`config.mk`:
```
export PLATFORM = sky130hd
export DESIGN_NAME = exp_series_ctrl_flat
export DESIGN_NICKNAME = d
export VERILOG_FILES = /design/src/rtl/exp_pkg.sv /design/src/rtl/exp_series_ctrl_if.sv /design/src/rtl/qmul_q88.sv /design/src/rtl/exp_series_ctrl.sv /design/src/flat_wrapper.sv
export SDC_FILE = /design/constraint.sdc
export NUM_CORES = 1
export LEC_CHECK = 0
export BUFFER_PORTS_ARGS = -buffer_cell sky130_fd_sc_hd__buf_2
export CAP_MARGIN = 20
export CORE_UTILIZATION = 39
export CTS_BUF_LIST = sky130_fd_sc_hd__clkbuf_8
export DETAILED_ROUTE_END_ITERATION = 10
export HOLD_SLACK_MARGIN = 0.05
export SYNTH_ARGS = -nofsm -noshare
export SYNTH_HDL_FRONTEND = slang
export SYNTH_SLANG_ARGS = --single-unit
```
`constraint.sdc`:
```
create_clock -name clk -period 19.7 [get_ports clk]
set_input_delay 3.94 -clock clk [delete_from_list [all_inputs] [get_ports clk]]
set_output_delay 3.94 -clock clk [all_outputs]
set_load 0.02 [all_outputs]
```
`src/rtl/exp_pkg.sv`:
```
// Shared types and Q8.8 constants for the exponential-series sequencer.
package exp_pkg;

  // Sequencer states, one cycle each except IDLE
  typedef enum logic [2:0] {
    IDLE,
    INIT,
    MUL_X,
    MUL_R,
    ACC,
    DONE
  } state_t;

  // 1.0 in Q8.8 and the number of fractional bits dropped after a multiply
  localparam logic [15:0] ONE_Q88   = 16'd256;
  localparam int          FRAC_BITS = 8;

  // Depth of the external reciprocal ROM; bounds the number of series terms
  localparam int          LUT_DEPTH = 12;

endpackage

```
`src/rtl/exp_series_ctrl_if.sv`:
```
// Host-side start/done handshake of the exponential-series sequencer.
// The host drives start/x_in and watches busy/done/result.
interface exp_series_ctrl_if #(
  parameter int DW = 16
);

  logic          start;
  logic [7:0]    x_in;
  logic          busy;
  logic          done;
  logic [DW-1:0] result;

  modport master (
    output start,
    output x_in,
    input  busy,
    input  done,
    input  result
  );

  modport slave (
    input  start,
    input  x_in,
    output busy,
    output done,
    output result
  );

endinterface

```
`src/rtl/qmul_q88.sv`:
```
// Shared Q8.8 multiplier: full-width product of two DW operands,
// truncated back to DW bits by dropping the fractional LSBs.
module qmul_q88
  import exp_pkg::*;
#(
  parameter int DW = 16
) (
  input  logic [DW-1:0] a,
  input  logic [DW-1:0] b,
  output logic [DW-1:0] y
);

  logic [2*DW-1:0] prod;

  // Combinational multiply; the upper integer bits beyond DW are discarded
  // because the operands never exceed 1.0 in practice.
  always_comb begin
    prod = (2*DW)'(a) * (2*DW)'(b);
    y    = DW'(prod >> FRAC_BITS);
  end

endmodule

```
`src/rtl/exp_series_ctrl.sv`:
```
// Truncated Taylor-series sequencer for e^x with x in Q0.8.
// Each term is built from the previous one in two multiplies on one shared
// multiplier (times x, then times 1/(i+1) from the external ROM) and then
// accumulated. Three cycles per term plus one INIT and one DONE cycle.
module exp_series_ctrl
  import exp_pkg::*;
#(
  parameter int N_TERMS = 12,
  parameter int DW      = 16,
  parameter int AW      = 4
) (
  input  logic                 clk,
  input  logic                 rst,
  exp_series_ctrl_if.slave     bus,
  output logic [AW-1:0]        lut_addr,
  input  logic [DW-1:0]        lut_data
);

  localparam logic [AW-1:0] LAST_IDX = AW'(N_TERMS - 1);

  state_t        state;
  state_t        state_nxt;

  logic [7:0]    x_q;
  logic [DW-1:0] term_q;
  logic [DW-1:0] sum_q;
  logic [DW-1:0] result_q;
  logic [AW-1:0] iter_q;

  logic [DW-1:0] mul_b;
  logic [DW-1:0] mul_y;
  logic [DW:0]   sum_ext;
  logic          last_iter;
  logic          busy_c;
  logic          done_c;

  assign last_iter  = (iter_q == LAST_IDX);
  assign lut_addr   = iter_q;
  assign bus.busy   = busy_c;
  assign bus.done   = done_c;
  assign bus.result = result_q;

  // State register
  always_ff @(posedge clk) begin
    if (rst) begin
      state <= IDLE;
    end else begin
      state <= state_nxt;
    end
  end

  // Next-state logic and the busy/done status decoded from the state
  always_comb begin
    state_nxt = state;
    busy_c    = 1'b0;
    done_c    = 1'b0;
    case (state)
      IDLE: begin
        if (bus.start) begin
          state_nxt = INIT;
        end
      end
      INIT: begin
        busy_c    = 1'b1;
        state_nxt = MUL_X;
      end
      MUL_X: begin
        busy_c    = 1'b1;
        state_nxt = MUL_R;
      end
      MUL_R: begin
        busy_c    = 1'b1;
        state_nxt = ACC;
      end
      ACC: begin
        busy_c    = 1'b1;
        state_nxt = last_iter ? DONE : MUL_X;
      end
      DONE: begin
        done_c    = 1'b1;
        state_nxt = IDLE;
      end
      default: begin
        state_nxt = IDLE;
      end
    endcase
  end

  // Second multiplier operand: zero-extended x in MUL_X, ROM reciprocal otherwise
  always_comb begin
    mul_b = lut_data;
    if (state == MUL_X) begin
      mul_b = {{(DW-8){1'b0}}, x_q};
    end
  end

  qmul_q88 #(
    .DW (DW)
  ) u_qmul (
    .a (term_q),
    .b (mul_b),
    .y (mul_y)
  );

  // Running sum with one guard bit so an overflow can be detected
  always_comb begin
    sum_ext = {1'b0, sum_q} + {1'b0, term_q};
  end

  // Datapath registers: operand capture, term/sum update, counter, result
  always_ff @(posedge clk) begin
    if (rst) begin
      x_q      <= '0;
      term_q   <= '0;
      sum_q    <= '0;
      iter_q   <= '0;
      result_q <= '0;
    end else begin
      case (state)
        IDLE: begin
          if (bus.start) begin
            x_q <= bus.x_in;
          end
        end
        INIT: begin
          term_q <= DW'(ONE_Q88);
          sum_q  <= DW'(ONE_Q88);
          iter_q <= '0;
        end
        MUL_X: begin
          term_q <= mul_y;
        end
        MUL_R: begin
          term_q <= mul_y;
        end
        ACC: begin
          sum_q <= sum_ext[DW-1:0];
          if (last_iter) begin
            result_q <= sum_ext[DW-1:0];
          end else begin
            iter_q <= iter_q + AW'(1);
          end
        end
        default: begin
        end
      endcase
    end
  end

  // Sanity guards: the sum must never carry out and the ROM is never over-read
  always_ff @(posedge clk) begin
    if (!rst && state == ACC) begin
      assert (sum_ext[DW] == 1'b0);
      assert (int'(iter_q) < LUT_DEPTH);
    end
  end

endmodule

```
`src/flat_wrapper.sv`:
```
// flat-port wrapper written by rule: the top's interface ports become plain ports
module exp_series_ctrl_flat import exp_pkg::*;
#(
  parameter int N_TERMS = 12,
  parameter int DW      = 16,
  parameter int AW      = 4
)
  (clk, rst, lut_addr, lut_data, bus_start, bus_x_in, bus_busy, bus_done, bus_result);
  exp_series_ctrl_if #(.DW(DW)) bus_i ();
  input  logic clk;
  input  logic rst;
  output logic [AW-1:0] lut_addr;
  input  logic [DW-1:0] lut_data;
  input wire logic [$bits(bus_i.start)-1:0] bus_start;
  input wire logic [$bits(bus_i.x_in)-1:0] bus_x_in;
  output wire logic [$bits(bus_i.busy)-1:0] bus_busy;
  output wire logic [$bits(bus_i.done)-1:0] bus_done;
  output wire logic [$bits(bus_i.result)-1:0] bus_result;
  assign bus_i.start = bus_start;
  assign bus_i.x_in = bus_x_in;
  assign bus_busy = bus_i.busy;
  assign bus_done = bus_i.done;
  assign bus_result = bus_i.result;
  exp_series_ctrl #(.N_TERMS(N_TERMS), .DW(DW), .AW(AW)) u_core (.clk(clk), .rst(rst), .bus(bus_i), .lut_addr(lut_addr), .lut_data(lut_data));
endmodule
```
==> run_summary.xml, run 1 <==
<?xml version="1.0" encoding="UTF-8"?>
<metrics>
  <group name="clock_tree">
    <metric name="hold_buf_cts" unit="">0</metric>
    <metric name="post-cts-setup-buffers" unit="">0</metric>
    <metric name="cts.root.buffer_cell" unit="">clkbuf_8</metric>
    <metric name="number_of_buffers_on_the_longest_clock_path" unit="">2</metric>
    <metric name="cts_htree_levels" unit="">3</metric>
    <metric name="cts.sinks" unit="">63</metric>
    <metric name="cts_tree" unit="">yes</metric>
    <metric name="cts-buffers-inserted" unit="">9</metric>
    <metric name="skew_pair_late_insertion_delay" unit="ns">0.36</metric>
    <metric name="worst_setup_hold_path_clk_slew" unit="ns">0.08</metric>
    <metric name="post_cts_resized" unit="">0</metric>
  </group>
  <group name="floorplanning">
    <metric name="core.rowCount" unit="">57</metric>
    <metric name="die_w" unit="um">161.3</metric>
    <metric name="initial_utilization" unit="%">40.20</metric>
    <metric name="io_pins" unit="">49</metric>
    <metric name="core_area" unit="sq um">24600</metric>
    <metric name="die_h" unit="um">161.3</metric>
    <metric name="design.die.area" unit="sq um">26000</metric>
  </group>
  <group name="grt">
    <metric name="wire_length_of_the_first_global_routing_pass" unit="um">40970</metric>
    <metric name="initial_antenna_violation_count" unit="">0</metric>
    <metric name="grt_max_degree" unit="">58</metric>
    <metric name="grt_overflow" unit="">0</metric>
    <metric name="grt_usage" unit="%">19.98</metric>
    <metric name="grt_pass1_vias" unit="">7931</metric>
  </group>
  <group name="route">
    <metric name="drt-initial-drc-count" unit="">430</metric>
    <metric name="wl" unit="um">23980</metric>
    <metric name="dr_total_vias" unit="">7461</metric>
    <metric name="drtPass1Iterations" unit="">4</metric>
    <metric name="drtAntennaViolNets" unit="">0</metric>
    <metric name="routed_wire_length_per_instance" unit="um">16.11</metric>
    <metric name="route.detailed.vias_per_inst" unit="">5.011</metric>
    <metric name="drc_violations" unit="">0</metric>
  </group>
  <group name="synthesis">
    <metric name="warnings_synthesis" unit="">0</metric>
    <metric name="synth_enable_flop_cells" unit="">0</metric>
    <metric name="synth.distinct_cells" unit="">52</metric>
    <metric name="synth_cells" unit="">1145</metric>
    <metric name="post_synth_instance_area" unit="sq um">9891</metric>
    <metric name="yosys_register_bits" unit="">63</metric>
    <metric name="synth.yosys.seq_area_share" unit="%">12.75</metric>
    <metric name="synth_async_sr_flop_share" unit="%">0</metric>
    <metric name="synthFlopType" unit="">dfxtp_1</metric>
    <metric name="postSynthNetCount" unit="">1422</metric>
    <metric name="syn_area_per_cell" unit="sq um">8.638</metric>
  </group>
  <group name="flow_run">
    <metric name="timing.max_cap.violations" unit="">0</metric>
  </group>
  <group name="worst_setup_path">
    <metric name="worst-path-max-fanout" unit="">16</metric>
    <metric name="setup.worst_path.start_class" unit="">input port</metric>
    <metric name="worst_setup_path_end_kind" unit="">flip-flop</metric>
    <metric name="timing.critical_path.arrival" unit="ns">10.27</metric>
    <metric name="crit_type" unit="">in2reg</metric>
    <metric name="required" unit="ns">19.96</metric>
  </group>
  <group name="timing">
    <metric name="final_max_slew_viol_count" unit="">0</metric>
    <metric name="hold_viol_final" unit="">0</metric>
    <metric name="finClkSkew" unit="ns">0.008975</metric>
    <metric name="final_period_demand_of_the_worst_path" unit="ns">10.02</metric>
    <metric name="final.setup.tns" unit="ns">0</metric>
    <metric name="fmax" unit="MHz">99.84</metric>
    <metric name="timing_worst_slew_pin_value" unit="ns">0.9836</metric>
    <metric name="rsz_0062_raised_after_global_routing" unit="">no</metric>
    <metric name="final_min_period_over_clock_period" unit="%">50.84</metric>
    <metric name="timing.max_slew.rel_slack" unit="%">33.82</metric>
    <metric name="finalSetupViolCount" unit="">0</metric>
  </group>
  <group name="finish">
    <metric name="final_area" unit="sq um">10640</metric>
    <metric name="final_common_cell" unit="">inv_1</metric>
    <metric name="final_antenna_diode_count" unit="">0</metric>
    <metric name="fin_nets" unit="">1437</metric>
    <metric name="ratio_of_cells_with_drive_above_1_in_the_final_layout" unit="%">7.639</metric>
    <metric name="mostFrequentLayoutCells" unit="">inv_1, nand2_1, fa_1, ha_1, dfxtp_1</metric>
    <metric name="areaGrowthSynthToFinish" unit="%">7.591</metric>
  </group>
  <group name="pwr">
    <metric name="peakVddDrop" unit="mV">0.03945</metric>
    <metric name="leakage" unit="nW">5.249</metric>
    <metric name="cellPowerDensity" unit="nW/um^2">65.33</metric>
  </group>
  <group name="run_status">
    <metric name="run_status" unit="">finished clean</metric>
  </group>
  <group name="placed_design">
    <metric name="post-dp-hpwl" unit="um">18790</metric>
    <metric name="buffer_ports.inserted" unit="">48</metric>
    <metric name="dpl_cell_area" unit="sq um">10400</metric>
    <metric name="place_congestion" unit="">0.8206</metric>
  </group>
  <group name="worst_hold_path">
    <metric name="min-delay-path-class" unit="">reg2reg</metric>
  </group>
</metrics>
==> worst paths after layout <==
check / from / depth (start not counted) / slack, ns / to
worst min-delay path: u_core.bus.result[13]$_SDFFE_PP0P_ / 2 / 0.45 / u_core.bus.result[13]$_SDFFE_PP0P_
worst max register to register: u_core.state[2]$_SDFFE_PP0P_ / 22 / 12.07 / u_core.term_q[14]$_SDFFE_PP0P_
worst min register to register: u_core.bus.result[13]$_SDFFE_PP0P_ / 2 / 0.45 / u_core.bus.result[13]$_SDFFE_PP0P_
worst max-delay path: lut_data[2] / 21 / 9.68 / u_core.term_q[14]$_SDFFE_PP0P_
==> metrics by stage <==
step           util (%)  setup slack, ns  std cells  power, mW  hold WS, ns
6_report          43.25            9.684       1489     0.6952       0.4518
5_1_grt           43.25            9.432       1489     0.7693       0.4789
4_1_cts           43.22            9.719       1488     0.7016       0.4530
3_5_place_dp      42.28            9.331       1472     0.5685       0.4435
3_3_place_gp      42.24            9.477       1471     0.5583       0.4407
2_1_floorplan         -            9.808       1145     0.4550       0.4338
==> critical path, stage by stage <==
cell and delay [ns]:
buf_2 0.09, mux2_2 0.40, nand2_1 0.14, fa_1 0.46, fa_1 0.58, fa_1 0.45
fa_1 0.55, inv_1 0.05, fa_1 0.47, inv_1 0.05, fa_1 0.47, inv_1 0.04
ha_1 0.32, a21oi_1 0.20, a21oi_1 0.12, nor4_1 0.76, a2111oi_4 0.19, nor3_2 0.33
nor2b_1 0.10, or3_1 0.32, a32o_1 0.25
==> synth_stat cells (4+ instances only) <==
library cell / count / area (sq um)
inv_1: 211 / 792.0
nand2_1: 172 / 645.6
fa_1: 168 / 3363
ha_1: 82 / 1026
dfxtp_1: 63 / 1261
clkbuf_1: 49 / 183.9
a21oi_1: 47 / 235.2
nor2b_1: 47 / 294.0
nor2_1: 45 / 168.9
and3_1: 43 / 269.0
xnor2_1: 36 / 315.3
and2_1: 29 / 181.4
nand3_1: 19 / 95.09
a22oi_1: 18 / 135.1
xor2_1: 11 / 96.34
a21o_1: 9 / 67.56
nand2b_1: 8 / 50.05
nor3_1: 8 / 40.04
a22o_1: 7 / 61.31
mux2_2: 6 / 67.56
o21ai_0: 6 / 30.03
nand4_1: 5 / 31.28
o21bai_1: 5 / 37.54
a211oi_1: 4 / 30.03
buf_1: 4 / 15.01
mux2i_1: 4 / 40.04
o21a_1: 4 / 30.03
or3_1: 4 / 25.02
==> sequential cells by signal, indices dropped and copies added, names as in the netlist <==
register	count
u_core.x_q	8
u_core.sum_q	16
u_core.state	3
u_core.bus.result	16
u_core.term_q	16
u_core.lut_addr	4
==> cells by family (layout without fill, tap and decap cells) <==
kind of cell / after synthesis / count (layout) / synth area share (%)
AO/OA/AOI/OAI: 113 / 113 / 7.666
XOR/XNOR: 48 / 48 / 4.390
adder cells (fa/ha/maj): 250 / 250 / 44.38
buffers and inverters: 266 / 286 / 10.15
flip-flops: 63 / 63 / 12.75
multiplexers: 11 / 11 / 1.316
AND/OR/NAND/NOR: 394 / 394 / 19.35
==> power breakdown <==
part	total (mW)	switching (mW)	internal [mW]
logic	0.404	0.242	0.163
clock network	0.130	0.0552	0.0753
registers	0.160	0.0261	0.134
total	0.695	0.323	0.372
==> routing by layer <==
metal  track usage, %  share of wire (%)  vias up
met4            3.431               0.90        0
met3            2.568                3.9       17
li1                 -                  -     3578
met2            31.94                 46      115
met1            29.17                 49     3751
met5                0                  0        -
==> cell type report <==
cell class                      count  area [sq um]
Clock buffer                       10         137.6
Clock inverter                      6         92.59
Fill cell                        2496         13960
Inverter                          211         792.0
Multi-Input combinational cell    816          7626
Sequential cell                    63          1261
Tap cell                          324         405.4
Timing Repair Buffer               59         326.6
(Power assumes the default switching activity.)
==> run 2, diff against run 1 <==
- clock period: 19.7 -> 9.2 ns (I/O delays scaled with it)
==> run_summary.xml, run 2 (synthesized netlist as in run 1, its figures left out) <==
<?xml version="1.0" encoding="UTF-8"?>
<metrics>
  <group name="run_status">
    <metric name="run_status" unit="">finished clean</metric>
  </group>
  <group name="timing">
    <metric name="whs" unit="ns">0.4506</metric>
    <metric name="final_period_demand_of_the_worst_path" unit="ns">7.881</metric>
    <metric name="finClkSkew" unit="ns">0.009714</metric>
    <metric name="fmax" unit="MHz">126.9</metric>
    <metric name="final.setup.tns" unit="ns">0</metric>
    <metric name="rsz_0062_raised_after_global_routing" unit="">no</metric>
    <metric name="final_max_slew_viol_count" unit="">0</metric>
    <metric name="timing_worst_slew_pin_value" unit="ns">1.031</metric>
    <metric name="hold_viol_final" unit="">0</metric>
    <metric name="finalSetupViolCount" unit="">0</metric>
    <metric name="final_min_period_over_clock_period" unit="%">85.67</metric>
    <metric name="timing.max_slew.rel_slack" unit="%">31.16</metric>
  </group>
  <group name="route">
    <metric name="route.detailed.vias_per_inst" unit="">5.017</metric>
    <metric name="drtPass1Iterations" unit="">5</metric>
    <metric name="drc_violations" unit="">0</metric>
    <metric name="wl" unit="um">23740</metric>
    <metric name="drtAntennaViolNets" unit="">0</metric>
    <metric name="drt-initial-drc-count" unit="">460</metric>
    <metric name="dr_total_vias" unit="">7476</metric>
    <metric name="routed_wire_length_per_instance" unit="um">15.94</metric>
  </group>
  <group name="placed_design">
    <metric name="post-dp-hpwl" unit="um">18580</metric>
    <metric name="dpl_cell_area" unit="sq um">10410</metric>
    <metric name="buffer_ports.inserted" unit="">48</metric>
    <metric name="place_congestion" unit="">0.8023</metric>
  </group>
  <group name="clock_tree">
    <metric name="post_cts_resized" unit="">0</metric>
    <metric name="cts.root.buffer_cell" unit="">clkbuf_8</metric>
    <metric name="cts_htree_levels" unit="">3</metric>
    <metric name="skew_pair_late_insertion_delay" unit="ns">0.35</metric>
    <metric name="cts_tree" unit="">yes</metric>
    <metric name="number_of_buffers_on_the_longest_clock_path" unit="">2</metric>
    <metric name="cts.sinks" unit="">63</metric>
    <metric name="cts-buffers-inserted" unit="">9</metric>
    <metric name="worst_setup_hold_path_clk_slew" unit="ns">0.07</metric>
    <metric name="post-cts-setup-buffers" unit="">0</metric>
    <metric name="hold_buf_cts" unit="">0</metric>
  </group>
  <group name="flow_run">
    <metric name="timing.max_cap.violations" unit="">0</metric>
  </group>
  <group name="worst_setup_path">
    <metric name="crit-reg2reg-launch" unit="">u_core.state[2]$_SDFFE_PP0P_</metric>
    <metric name="depth_of_the_worst_register_to_register_path" unit="">23</metric>
    <metric name="critical_register_to_register_path_endpoint" unit="">u_core.term_q[14]$_SDFFE_PP0P_</metric>
    <metric name="worst-path-max-fanout" unit="">10</metric>
    <metric name="setup.worst_path.start_class" unit="">input port</metric>
    <metric name="regToRegSetupSlack" unit="ns">1.52</metric>
    <metric name="crit_type" unit="">in2reg</metric>
    <metric name="required" unit="ns">9.45</metric>
    <metric name="timing.critical_path.arrival" unit="ns">8.13</metric>
    <metric name="worst_setup_path_end_kind" unit="">flip-flop</metric>
  </group>
  <group name="finish">
    <metric name="mostFrequentLayoutCells" unit="">inv_1, nand2_1, fa_1, ha_1, dfxtp_1</metric>
    <metric name="areaGrowthSynthToFinish" unit="%">7.426</metric>
    <metric name="final_common_cell" unit="">inv_1</metric>
    <metric name="fin_nets" unit="">1438</metric>
    <metric name="final_area" unit="sq um">10630</metric>
    <metric name="fillers" unit="">2531</metric>
    <metric name="ratio_of_cells_with_drive_above_1_in_the_final_layout" unit="%">7.547</metric>
    <metric name="final_antenna_diode_count" unit="">0</metric>
  </group>
  <group name="pwr">
    <metric name="power_total" unit="mW">1.452</metric>
    <metric name="cellPowerDensity" unit="nW/um^2">136.6</metric>
    <metric name="peakVddDrop" unit="mV">0.08174</metric>
    <metric name="leakage" unit="nW">5.256</metric>
  </group>
  <group name="floorplanning">
    <metric name="core.rowCount" unit="">57</metric>
    <metric name="design.die.area" unit="sq um">26000</metric>
    <metric name="io_pins" unit="">49</metric>
    <metric name="die_h" unit="um">161.3</metric>
    <metric name="initial_utilization" unit="%">40.20</metric>
    <metric name="die_w" unit="um">161.3</metric>
    <metric name="core_area" unit="sq um">24600</metric>
  </group>
  <group name="grt">
    <metric name="wire_length_of_the_first_global_routing_pass" unit="um">39960</metric>
    <metric name="grt_max_degree" unit="">67</metric>
    <metric name="grt_overflow" unit="">0</metric>
    <metric name="grt_usage" unit="%">19.41</metric>
    <metric name="grt_pass1_vias" unit="">7709</metric>
    <metric name="initial_antenna_violation_count" unit="">1</metric>
  </group>
  <group name="worst_hold_path">
    <metric name="min-delay-path-class" unit="">reg2reg</metric>
    <metric name="hold-path-cell-count" unit="">2</metric>
    <metric name="min_delay_worst_endpoint" unit="">u_core.bus.result[1]$_SDFFE_PP0P_</metric>
    <metric name="worstHoldStart" unit="">u_core.bus.result[1]$_SDFFE_PP0P_</metric>
  </group>
</metrics>
==> run 2: cell types whose count changed in the layout (fill, tap and decap cells not counted) <==
cell and delta:
buf_6 -1, inv_1 +2, buf_4 +2, clkinv_4 -1, bufinv_16 -1, inv_6 -1
clkbuf_8 +2, clkinvlp_4 -1
==> run 2: final cells by class <==
class	count	area [sq um]	area share, %
multi-input combinational	816	7626	71.77
sequential	63	1261	11.87
inverter	211	792.0	7.454
tap	324	405.4	3.815
timing repair buffer	60	330.3	3.109
clock buffer	12	165.2	1.554
clock inverter	4	45.04	0.4239
==> run 2: routing by layer <==
layer / vias up / wire (um) / global-route usage [%]
met5: - / 12 / 0
met4: 2 / 306 / 3.431
met3: 28 / 774 / 2.054
met2: 117 / 11220 / 32.17
met1: 3744 / 11430 / 27.59
li1: 3585 / - / -
==> run 2: power by group <==
| part | switching (mW) | leakage (nW) | internal [mW] |
|---|---|---|---|
| logic | 0.502 | 4.63 | 0.350 |
| registers | 0.0592 | 0.510 | 0.288 |
| clock network | 0.107 | 0.111 | 0.145 |
==> run 2: how the worst max path moves through the flow <==
stage	startpoint	slack, ns	endpoint
2_1_floorplan	lut_data[4]	1.41	u_core.term_q[14]$_SDFFE_PP0P_
3_3_place_gp	lut_data[6]	1.08	u_core.term_q[14]$_SDFFE_PP0P_
3_5_place_dp	lut_data[6]	0.99	u_core.term_q[14]$_SDFFE_PP0P_
4_1_cts	lut_data[6]	1.36	u_core.term_q[14]$_SDFFE_PP0P_
5_1_grt	lut_data[6]	1.03	u_core.term_q[14]$_SDFFE_PP0P_
6_report	lut_data[6]	1.32	u_core.term_q[14]$_SDFFE_PP0P_
==> run 2: stage by stage <==
step / cells / utilization [%] / setup WS [ns]
floorplan: 1145 / - / 1.408
global placement: 1473 / 42.30 / 1.080
detailed placement: 1473 / 42.30 / 0.9861
CTS: 1489 / 43.15 / 1.364
global route: 1490 / 43.18 / 1.032
finish: 1490 / 43.18 / 1.319
==> run 2: critical path, cell delays in order <==
cell	delay, ns
buf_2	0.10
mux2i_1	0.54
buf_4	0.30
nor2b_1	0.08
fa_1	0.49
inv_1	0.05
fa_1	0.46
fa_1	0.52
inv_1	0.06
fa_1	0.49
fa_1	0.49
inv_1	0.05
fa_1	0.47
inv_1	0.04
ha_1	0.26
inv_1	0.10
a21oi_1	0.09
nor4_1	0.50
a2111oi_4	0.18
nor3_2	0.33
nor2b_1	0.10
or3_1	0.32
a32o_1	0.24
==> run 3, diff against run 2 <==
- ABC_AREA: unset -> 1
==> run_summary.xml, run 3 <==
<?xml version="1.0" encoding="UTF-8"?>
<metrics>
  <group name="run_status">
    <metric name="run_status" unit="">finished clean</metric>
  </group>
  <group name="finish">
    <metric name="fin_nets" unit="">1668</metric>
    <metric name="areaGrowthSynthToFinish" unit="%">7.444</metric>
    <metric name="final_common_cell" unit="">inv_1</metric>
    <metric name="mostFrequentLayoutCells" unit="">inv_1, nand2_1, fa_1, nor2_1, a21oi_1</metric>
    <metric name="fillers" unit="">2594</metric>
    <metric name="ratio_of_cells_with_drive_above_1_in_the_final_layout" unit="%">6.590</metric>
    <metric name="final_antenna_diode_count" unit="">0</metric>
  </group>
  <group name="floorplanning">
    <metric name="die_w" unit="um">162.9</metric>
    <metric name="die_h" unit="um">162.9</metric>
    <metric name="core_area" unit="sq um">25330</metric>
    <metric name="initial_utilization" unit="%">39.89</metric>
    <metric name="design.die.area" unit="sq um">26550</metric>
    <metric name="io_pins" unit="">49</metric>
    <metric name="core.rowCount" unit="">58</metric>
  </group>
  <group name="placed_design">
    <metric name="place_congestion" unit="">0.8992</metric>
    <metric name="post-dp-hpwl" unit="um">22720</metric>
    <metric name="buffer_ports.inserted" unit="">48</metric>
  </group>
  <group name="grt">
    <metric name="wire_length_of_the_first_global_routing_pass" unit="um">46960</metric>
    <metric name="grt_usage" unit="%">23.12</metric>
    <metric name="initial_antenna_violation_count" unit="">0</metric>
    <metric name="grt_overflow" unit="">0</metric>
    <metric name="grt_pass1_vias" unit="">8760</metric>
    <metric name="grt_max_degree" unit="">46</metric>
  </group>
  <group name="worst_setup_path">
    <metric name="crit_path_max_delay_family" unit="">adder cells</metric>
    <metric name="crit_path_max_incr_delay" unit="ns">0.54</metric>
    <metric name="regToRegSetupSlack" unit="ns">2.01</metric>
    <metric name="critical_register_to_register_path_endpoint" unit="">u_core.term_q[14]$_SDFFE_PP0P_</metric>
    <metric name="crit-reg2reg-launch" unit="">u_core.state[1]$_SDFFE_PP0P_</metric>
    <metric name="required" unit="ns">9.46</metric>
    <metric name="crit_type" unit="">in2reg</metric>
    <metric name="worst-path-max-fanout" unit="">11</metric>
    <metric name="crit_cells" unit="">24</metric>
    <metric name="endpoint" unit="">u_core.term_q[14]$_SDFFE_PP0P_</metric>
    <metric name="crit_chain" unit="">buf_2 &gt; or2_2 &gt; o21ai_0 &gt; inv_1 &gt; nand2_1 &gt; fa_1 &gt; fa_1 &gt; inv_1 &gt; fa_1 &gt; fa_1 &gt; fa_1 &gt; inv_1 &gt; fa_1 &gt; inv_1 &gt; ha_1 &gt; a21oi_1 &gt; inv_1 &gt; a21oi_1 &gt; inv_1 &gt; a221oi_1 &gt; nand2_1 &gt; nand2_1 &gt; nand3_1 &gt; a21oi_1</metric>
    <metric name="depth_of_the_worst_register_to_register_path" unit="">23</metric>
    <metric name="critical_path.slowest_cell" unit="">fa_1</metric>
    <metric name="crit_buf_inv" unit="">7</metric>
    <metric name="timing.critical_path.arrival" unit="ns">7.99</metric>
    <metric name="worst_setup_path_end_kind" unit="">flip-flop</metric>
    <metric name="setup.worst_path.start_class" unit="">input port</metric>
    <metric name="cp-startpoint" unit="">lut_data[2]</metric>
  </group>
  <group name="flow_run">
    <metric name="timing.max_cap.violations" unit="">0</metric>
  </group>
  <group name="route">
    <metric name="route.detailed.vias_per_inst" unit="">5.017</metric>
    <metric name="drc_violations" unit="">0</metric>
    <metric name="wl" unit="um">28750</metric>
    <metric name="drtPass1Iterations" unit="">5</metric>
    <metric name="dr_total_vias" unit="">8660</metric>
    <metric name="drtAntennaViolNets" unit="">0</metric>
    <metric name="drt-initial-drc-count" unit="">527</metric>
    <metric name="routed_wire_length_per_instance" unit="um">16.66</metric>
  </group>
  <group name="timing">
    <metric name="final_min_period_over_clock_period" unit="%">84.00</metric>
    <metric name="timing_worst_slew_pin_value" unit="ns">1.071</metric>
    <metric name="finClkSkew" unit="ns">0.008245</metric>
    <metric name="rsz_0062_raised_after_global_routing" unit="">no</metric>
    <metric name="hold_viol_final" unit="">0</metric>
    <metric name="timing.max_slew.rel_slack" unit="%">28.60</metric>
    <metric name="final_period_demand_of_the_worst_path" unit="ns">7.728</metric>
    <metric name="finalSetupViolCount" unit="">0</metric>
    <metric name="final_max_slew_viol_count" unit="">0</metric>
    <metric name="final.setup.tns" unit="ns">0</metric>
    <metric name="fmax" unit="MHz">129.4</metric>
  </group>
  <group name="clock_tree">
    <metric name="cts_htree_levels" unit="">3</metric>
    <metric name="cts.sinks" unit="">63</metric>
    <metric name="hold_buf_cts" unit="">0</metric>
    <metric name="cts.root.buffer_cell" unit="">clkbuf_8</metric>
    <metric name="cts-buffers-inserted" unit="">9</metric>
    <metric name="post_cts_resized" unit="">0</metric>
    <metric name="cts_tree" unit="">yes</metric>
    <metric name="post-cts-setup-buffers" unit="">0</metric>
    <metric name="number_of_buffers_on_the_longest_clock_path" unit="">2</metric>
    <metric name="skew_pair_late_insertion_delay" unit="ns">0.34</metric>
    <metric name="worst_setup_hold_path_clk_slew" unit="ns">0.07</metric>
  </group>
  <group name="synthesis">
    <metric name="synthFlopType" unit="">dfxtp_1</metric>
    <metric name="synth_async_sr_flop_share" unit="%">0</metric>
    <metric name="post-synth-top-area-cell" unit="">fa_1</metric>
    <metric name="yosys.cell_count.top_type" unit="">inv_1</metric>
    <metric name="synth.yosys.seq_area_share" unit="%">12.48</metric>
    <metric name="synth_top_cell_area_share" unit="%">33.29</metric>
    <metric name="synth_enable_flop_cells" unit="">0</metric>
    <metric name="synth.top_cells.by_count" unit="">inv_1, nand2_1, fa_1</metric>
    <metric name="synth.distinct_cells" unit="">36</metric>
    <metric name="post_synth_instance_area" unit="sq um">10100</metric>
    <metric name="postSynthNetCount" unit="">1642</metric>
    <metric name="syn_area_per_cell" unit="sq um">7.401</metric>
    <metric name="ys_top_cells_by_area" unit="">fa_1, dfxtp_1, inv_1, nand2_1, ha_1</metric>
    <metric name="yosys_register_bits" unit="">63</metric>
    <metric name="warnings_synthesis" unit="">0</metric>
    <metric name="synth_cells" unit="">1365</metric>
  </group>
  <group name="pwr">
    <metric name="cellPowerDensity" unit="nW/um^2">194.9</metric>
    <metric name="peakVddDrop" unit="mV">0.09990</metric>
    <metric name="power_total" unit="mW">2.115</metric>
    <metric name="leakage" unit="nW">5.539</metric>
  </group>
  <group name="worst_hold_path">
    <metric name="min-delay-path-class" unit="">reg2reg</metric>
  </group>
</metrics>
## run 3: worst min-delay path by stage
stage	start	end	slack, ns	cells after the start
after floorplan	u_core.x_q[3]$_SDFFE_PP0P_	u_core.x_q[3]$_SDFFE_PP0P_	0.42	2
after global placement	u_core.x_q[2]$_SDFFE_PP0P_	u_core.x_q[2]$_SDFFE_PP0P_	0.44	2
after detailed placement	u_core.x_q[2]$_SDFFE_PP0P_	u_core.x_q[2]$_SDFFE_PP0P_	0.43	2
after CTS	u_core.x_q[2]$_SDFFE_PP0P_	u_core.x_q[2]$_SDFFE_PP0P_	0.45	2
after global routing	u_core.x_q[2]$_SDFFE_PP0P_	u_core.x_q[2]$_SDFFE_PP0P_	0.47	2
final	u_core.x_q[7]$_SDFFE_PP0P_	u_core.x_q[7]$_SDFFE_PP0P_	0.44	2
## run 3: metrics by stage
stage / hold WS, ns / cell area (sq um) / cells / worst slack, ns / utilization [%]
after floorplan: 0.4206 / 10100 / 1365 / 1.988 / -
after detailed placement: 0.4348 / 10650 / 1709 / 1.160 / 42.05
after global placement: 0.4359 / 10650 / 1709 / 1.175 / 42.05
final: 0.4445 / 10850 / 1726 / 1.472 / 42.86
after global routing: 0.4656 / 10850 / 1726 / 1.025 / 42.86
after CTS: 0.4460 / 10840 / 1725 / 1.481 / 42.80
## run 3: layout make-up
type	instances	area (sq um)	area share, %
Timing Repair Buffer	56	306.5	2.824
Clock buffer	10	137.6	1.268
Clock inverter	6	52.55	0.4841
Inverter	315	1182	10.89
Sequential cell	63	1261	11.62
Multi-Input combinational cell	946	7501	69.11
Tap cell	330	412.9	3.804
## run 3: power by group
| part | internal, mW | total, mW | switching [mW] | leakage [nW] |
|---|---|---|---|---|
| logic | 0.546 | 1.51 | 0.961 | 4.92 |
| clock network | 0.129 | 0.234 | 0.105 | 0.108 |
| registers | 0.295 | 0.375 | 0.0797 | 0.510 |
## run 3: worst min-delay path: stages, from the launching register on
cell     delay (ns)
dfxtp_1        0.31
inv_1          0.05
a21oi_1        0.05
## run 3: cells by family (layout without fill, tap and decap cells)
logic type | Yosys count | count (layout) | synth area share [%]
compound gates | 153 | 153 | 7.939
xor+xnor | 20 | 20 | 1.734
fa+ha+maj | 250 | 250 | 43.45
buf+inv | 356 | 387 | 13.30
flops | 63 | 63 | 12.48
simple gates | 523 | 523 | 21.09
## run 3: per-layer routing
metal,global-route usage (%),vias to the layer above,share of wire (%)
met5,0,-,0
met4,6.500,0,2.5
met3,2.699,36,5.9
met2,37.78,228,47
met1,32.16,4244,45
li1,-,4152,-
